[config.mk]
export PLATFORM = sky130hd
export DESIGN_NAME = renode_interrupts_arbiter
export DESIGN_NICKNAME = d
export VERILOG_FILES = /design/src/rtl/renode_pkg.sv /design/src/rtl/renode_rr_arbiter.sv /design/src/rtl/renode_interrupts_arbiter.sv
export SDC_FILE = /design/constraint.sdc
export NUM_CORES = 1
export LEC_CHECK = 0
export CAP_MARGIN = 20
export CORE_AREA = 2 2 39 41
export CTS_CLUSTER_SIZE = 40
export DETAILED_ROUTE_END_ITERATION = 16
export DIE_AREA = 0 0 41 43
export DONT_BUFFER_PORTS = 1
export GPL_TIMING_DRIVEN = 1
export PLACE_DENSITY = 0.3
export SKIP_LAST_GASP = 1
export SLEW_MARGIN = 20
export SYNTH_ARGS = -nofsm -noshare
export SYNTH_HDL_FRONTEND = slang
export SYNTH_SLANG_ARGS = --single-unit
[constraint.sdc]
create_clock -name clk -period 1.1 [get_ports clk]
set_input_delay 0.22 -clock clk [delete_from_list [all_inputs] [get_ports clk]]
set_output_delay 0.22 -clock clk [all_outputs]
set_load 0.02 [all_outputs]
[src/rtl/renode_pkg.sv]
// Shared types and helpers for the Renode interrupt event path.
package renode_pkg;

  localparam int unsigned MaxIndexWidth = 16;

  // One interrupt event as delivered to the connection-side sender.
  typedef struct packed {
    logic [MaxIndexWidth-1:0] index;
    logic                     level;
  } irq_event_t;

  // Round-robin successor of idx among count lines.
  function automatic int unsigned next_rr_index(input int unsigned idx, input int unsigned count);
    return (idx + 32'd1 >= count) ? 32'd0 : idx + 32'd1;
  endfunction

endpackage

[src/rtl/renode_rr_arbiter.sv]
// Round-robin arbiter: picks the first request at or after ptr, wrapping.
module renode_rr_arbiter
  import renode_pkg::*;
#(
  parameter int unsigned ReqCount   = 1,
  parameter int unsigned IndexWidth = 1
) (
  input  logic [ReqCount-1:0]   req,
  input  logic [IndexWidth-1:0] ptr,
  input  logic                  en,
  output logic [IndexWidth-1:0] grant_c,
  output logic                  grant_valid_c
);

  // Scan requests starting at ptr; the first hit wins.
  always_comb begin
    int unsigned idx;
    grant_c       = '0;
    grant_valid_c = 1'b0;
    idx           = 32'd0;
    for (int unsigned k = 0; k < ReqCount; k++) begin
      idx = 32'(ptr) + k;
      if (idx >= ReqCount) idx = idx - ReqCount;
      if (en && !grant_valid_c && |(req & (ReqCount'(1) << idx))) begin
        grant_c       = IndexWidth'(idx);
        grant_valid_c = 1'b1;
      end
    end
  end

endmodule

[src/rtl/renode_interrupts_arbiter.sv]
// Watches interrupt level lines and reports each change as an {index, level}
// event on a valid/ready port. Optional glitch counter under
// RENODE_INTERRUPTS_GLITCH_COUNT_EN.
module renode_interrupts_arbiter
  import renode_pkg::*;
#(
  parameter int unsigned InterruptsCount = 1,
  parameter int unsigned IndexWidth      = $clog2(InterruptsCount > 1 ? InterruptsCount : 2)
`ifdef RENODE_INTERRUPTS_GLITCH_COUNT_EN
  ,
  parameter int unsigned GlitchCntWidth  = 16
`endif
) (
  input  logic                       clk,
  input  logic                       rst,
  input  logic [InterruptsCount-1:0] interrupts,
  input  logic [InterruptsCount-1:0] irq_enable,
  output logic                       evt_valid,
  input  logic                       evt_ready,
  output logic [IndexWidth-1:0]      evt_index,
  output logic                       evt_level,
  output logic [InterruptsCount-1:0] pending
`ifdef RENODE_INTERRUPTS_GLITCH_COUNT_EN
  ,
  output logic [GlitchCntWidth-1:0]  glitch_cnt
`endif
);

  localparam int unsigned N = InterruptsCount;

  logic [N-1:0]          reported;
  logic [N-1:0]          reported_d;
  logic [N-1:0]          grant_mask;
  logic [IndexWidth-1:0] rr_ptr;
  logic [IndexWidth-1:0] grant;
  logic                  grant_valid;
  logic                  slot_free;
  logic                  grant_take;
  logic                  grant_level;

  assign pending     = irq_enable & (interrupts ^ reported);
  assign slot_free   = !evt_valid || evt_ready;
  assign grant_take  = slot_free && grant_valid;
  assign grant_mask  = N'(1) << grant;
  assign grant_level = |(interrupts & grant_mask);

  renode_rr_arbiter #(
    .ReqCount   (N),
    .IndexWidth (IndexWidth)
  ) u_rr_arbiter (
    .req           (pending),
    .ptr           (rr_ptr),
    .en            (slot_free),
    .grant_c       (grant),
    .grant_valid_c (grant_valid)
  );

  // Masked lines track their input silently; the granted line latches its level.
  always_comb begin
    reported_d = (reported & irq_enable) | (interrupts & ~irq_enable);
    if (grant_take) begin
      reported_d = (reported_d & ~grant_mask) | (interrupts & grant_mask);
    end
  end

  // Output slot, reported levels and round-robin pointer.
  always_ff @(posedge clk) begin
    if (rst) begin
      reported  <= '0;
      evt_valid <= 1'b0;
      evt_index <= '0;
      evt_level <= 1'b0;
      rr_ptr    <= '0;
    end else begin
      reported <= reported_d;
      if (slot_free) begin
        evt_valid <= grant_valid;
        if (grant_valid) begin
          evt_index <= grant;
          evt_level <= grant_level;
          rr_ptr    <= IndexWidth'(next_rr_index(32'(grant), N));
        end
      end
    end
  end

`ifdef RENODE_INTERRUPTS_GLITCH_COUNT_EN
  logic [N-1:0] pend_q;
  logic [N-1:0] grant_q;
  logic         glitch;

  // A line left pending state without its grant on the previous edge.
  assign glitch = |(pend_q & ~pending & ~grant_q);

  // Saturating count of cycles with at least one dropped toggle.
  always_ff @(posedge clk) begin
    if (rst) begin
      pend_q     <= '0;
      grant_q    <= '0;
      glitch_cnt <= '0;
    end else begin
      pend_q  <= pending;
      grant_q <= grant_take ? grant_mask : '0;
      if (glitch && glitch_cnt != '1) begin
        glitch_cnt <= glitch_cnt + GlitchCntWidth'(1);
      end
    end
  end
`endif

endmodule

==> metrics.md <==
| Metric | Value |
|---|---|
| Seq/Total Area, Yosys | `0.407` |
| Clk_skew | `0.00428 ns` |
| Most frequent cells in the layout | `5 x buf_4, 3 x clkbuf_4, 2 x inv_1, 2 x dfxtp_1` |
| Warnings from Yosys | `0` |
| Num rows | `14` |
| GPL Wtd Cong | `0.639` |
| GR Overflow Total | `0` |
| Pwr Total | `0.377 mW` |
| CTS root buf | `clkbuf_4` |
| Setup crit end kind | `output port` |
| Top-Level Pins | `9` |
| CTS tree | `yes` |
| Commonest non-fill, non-tap cell in the layout | `buf_4` |
| Syn Std Cell Area | `148 um2` |
| CTS sink count | `3` |
| CP Class | `flip-flop to output port` |
| Power share of the sequential group | `0.325` |
| Yosys cell types | `14` |
| Mean Syn Cell Area | `8.68 um2` |
| Worst Path Required | `0.88 ns` |
| Period utilisation layout | `1.05` |
| R2R Path Start | `reported$_SDFFE_PP0P_` |
| Area of placed instances | `175 um2` |
| DR DRC count | `0` |
| Largest net degree at the start of global routing | `5` |
| Crit start category | `flip-flop` |
| Vias | `148` |
| Vias per cell | `3.61` |
| Failing checks | `negative setup slack` |
| Filler Cell Count | `156` |
| First-iteration detailed-routing DRC count | `7` |
| Post-DP HPWL | `293 um` |
| Antenna diodes | `0` |
| Clock Power Share | `0.507` |
| Flops & latches, synth | `3` |
| Setup repair after global routing missed its margin | `true` |
| Die Y | `43 um` |
| Die W | `41 um` |
| P_sw | `0.0938 mW` |
| Wire per inst | `10.7 um` |
| Full die area | `1760 um2` |
| Initial antenna violation count | `0` |
| Fin worst setup slack | `-0.0602 ns` |
| DRT Wirelength | `440 um` |
| Initial Utilization | `0.107` |
| Switch share | `0.249` |
| Worst path arrival time | `0.94 ns` |
| First-pass GRT wire length | `696 um` |
| Htree depth | `1` |
| Vias in the first global route | `174` |
| Final Max Tran Viols | `0` |
| Worst Setup SP | `reported$_SDFFE_PP0P_` |
| Crit path time final | `1.16 ns` |
| Core Box Area | `1380 um2` |
| Clk slew on worst S/H paths | `0.03 ns` |
| Pre-CTS setup slack | `0.0461 ns` |
| Fin area | `243 um2` |
| Maximum VDD drop | `0.797 mV` |
| Nets | `31` |
| TritonCTS buffer count | `3` |
| Class of the tightest hold or removal check | `input port to flip-flop` |
| DRT Pass-1 Iters | `4` |
| Clock latency on the worst-skew pair | `0.23 ns` |
| MaxCap Viol Count | `0` |
| GRT Total Usage | `0.0672` |
| PD cells | `1550 nW/um2` |
| Number of I/O port buffers | `0` |
| Cts hold-fix bufs | `0` |
| DRT antenna net count | `0` |
| Fraction of layout instances using a drive strength above 1 | `0.520` |
| Gate Count Post-Synth | `17` |
| Combinational share of power | `0.168` |
| Fin. Hold Viols | `0` |
| Fmax | `862 MHz` |
| Run status | `finished, violations left` |
| CTS Buffer Depth | `2` |
| Pint | `0.283 mW` |
| Crit-path max FO | `2` |
| Mapped Nets | `22` |
| Static Leak | `0.116 nW` |
| Hold path start | `rst` |
| Setup violators final | `1` |
| Area grow syn2layout | `64.4%` |
[worst max-delay path: stages, from the launching register on]
cell	delay, ns
dfxtp_2	0.34
xor2_2	0.18
nand2_2	0.10
inv_4	0.10
[synth_stat cells, drive strengths merged]
master / instances / area, um2
a21oi: 1 / 5.00
a311oi: 1 / 8.76
a41o: 1 / 10.0
buf: 1 / 7.51
clkinv: 1 / 5.00
conb: 1 / 3.75
dfxtp: 3 / 60.1
inv: 2 / 7.51
mux2i: 1 / 10.0
nand2: 1 / 3.75
nand2b: 1 / 6.26
nand3b: 1 / 7.51
nor2: 1 / 3.75
xor2: 1 / 8.76
[logic make-up after synthesis]
logic type | after synthesis | share of synthesized area
AO/OA/AOI/OAI | 3 | 0.161
XOR/XNOR | 1 | 0.0593
buffers and inverters | 4 | 0.136
flip-flops | 3 | 0.407
multiplexers | 1 | 0.0678
other | 1 | 0.0254
AND/OR/NAND/NOR | 4 | 0.144
[area by class of cell]
| class | count | area (um2) | area share |
|---|---|---|---|
| Clock buffer | 4 | 26.3 | 0.108 |
| Timing Repair Buffer | 5 | 37.5 | 0.155 |
| Multi-Input combinational cell | 10 | 83.8 | 0.345 |
| Tap cell | 16 | 20.0 | 0.0825 |
| Inverter | 3 | 13.8 | 0.0567 |
| Sequential cell | 3 | 61.3 | 0.253 |
[state kept, by name, indices dropped and copies added (netlist names)]
| name | flops |
|---|---|
| evt_valid | 1 |
| reported | 1 |
| evt_level | 1 |
[routing by layer]
layer	global-route usage	share of wire
met1	0.0545	0.35
met2	0.0688	0.37
met3	0.115	0.26
met4	0.0400	0.014
met5	0	0
[power by group through the flow]
stage               logic (mW)  registers (mW)  clock network [mW]
CTS                     0.0565           0.122               0.200
global route            0.0681           0.123               0.212
global placement        0.0413           0.122                   0
finish                  0.0633           0.123               0.191
detailed placement      0.0422           0.123                   0
floorplan               0.0276           0.128                   0
[timing repair]
item	CTS	global route
pin swaps	2	2
endpoints found under the hold margin	0	0
cloned	0	0
buffers inserted	3	0
resized for setup	1	4
setup endpoints to repair	1	3
[through the flow]
| stage | std cells | util | setup TNS [ns] | hold slack, ns |
|---|---|---|---|---|
| 4_1_cts | 41 | 0.163 | -0.0856 | 0.0474 |
| 3_5_place_dp | 34 | 0.127 | 0 | 0.295 |
| 6_report | 41 | 0.175 | -0.0602 | 0.0555 |
| 2_1_floorplan | 17 | - | 0 | 0.289 |
| 5_1_grt | 41 | 0.175 | -0.0996 | 0.0438 |
| 3_3_place_gp | 34 | 0.127 | 0 | 0.295 |
[path summary, 6_finish.rpt]
check                                end  slack [ns]  cells past startpoint
setup / recovery                 pending       -0.06                      3
hold / removal     reported$_SDFFE_PP0P_        0.06                      1
setup reg to reg  evt_level$_SDFFE_PP0P_        0.03                      4
hold reg to reg    reported$_SDFFE_PP0P_        0.52                      2
(Power assumes the default switching activity.)
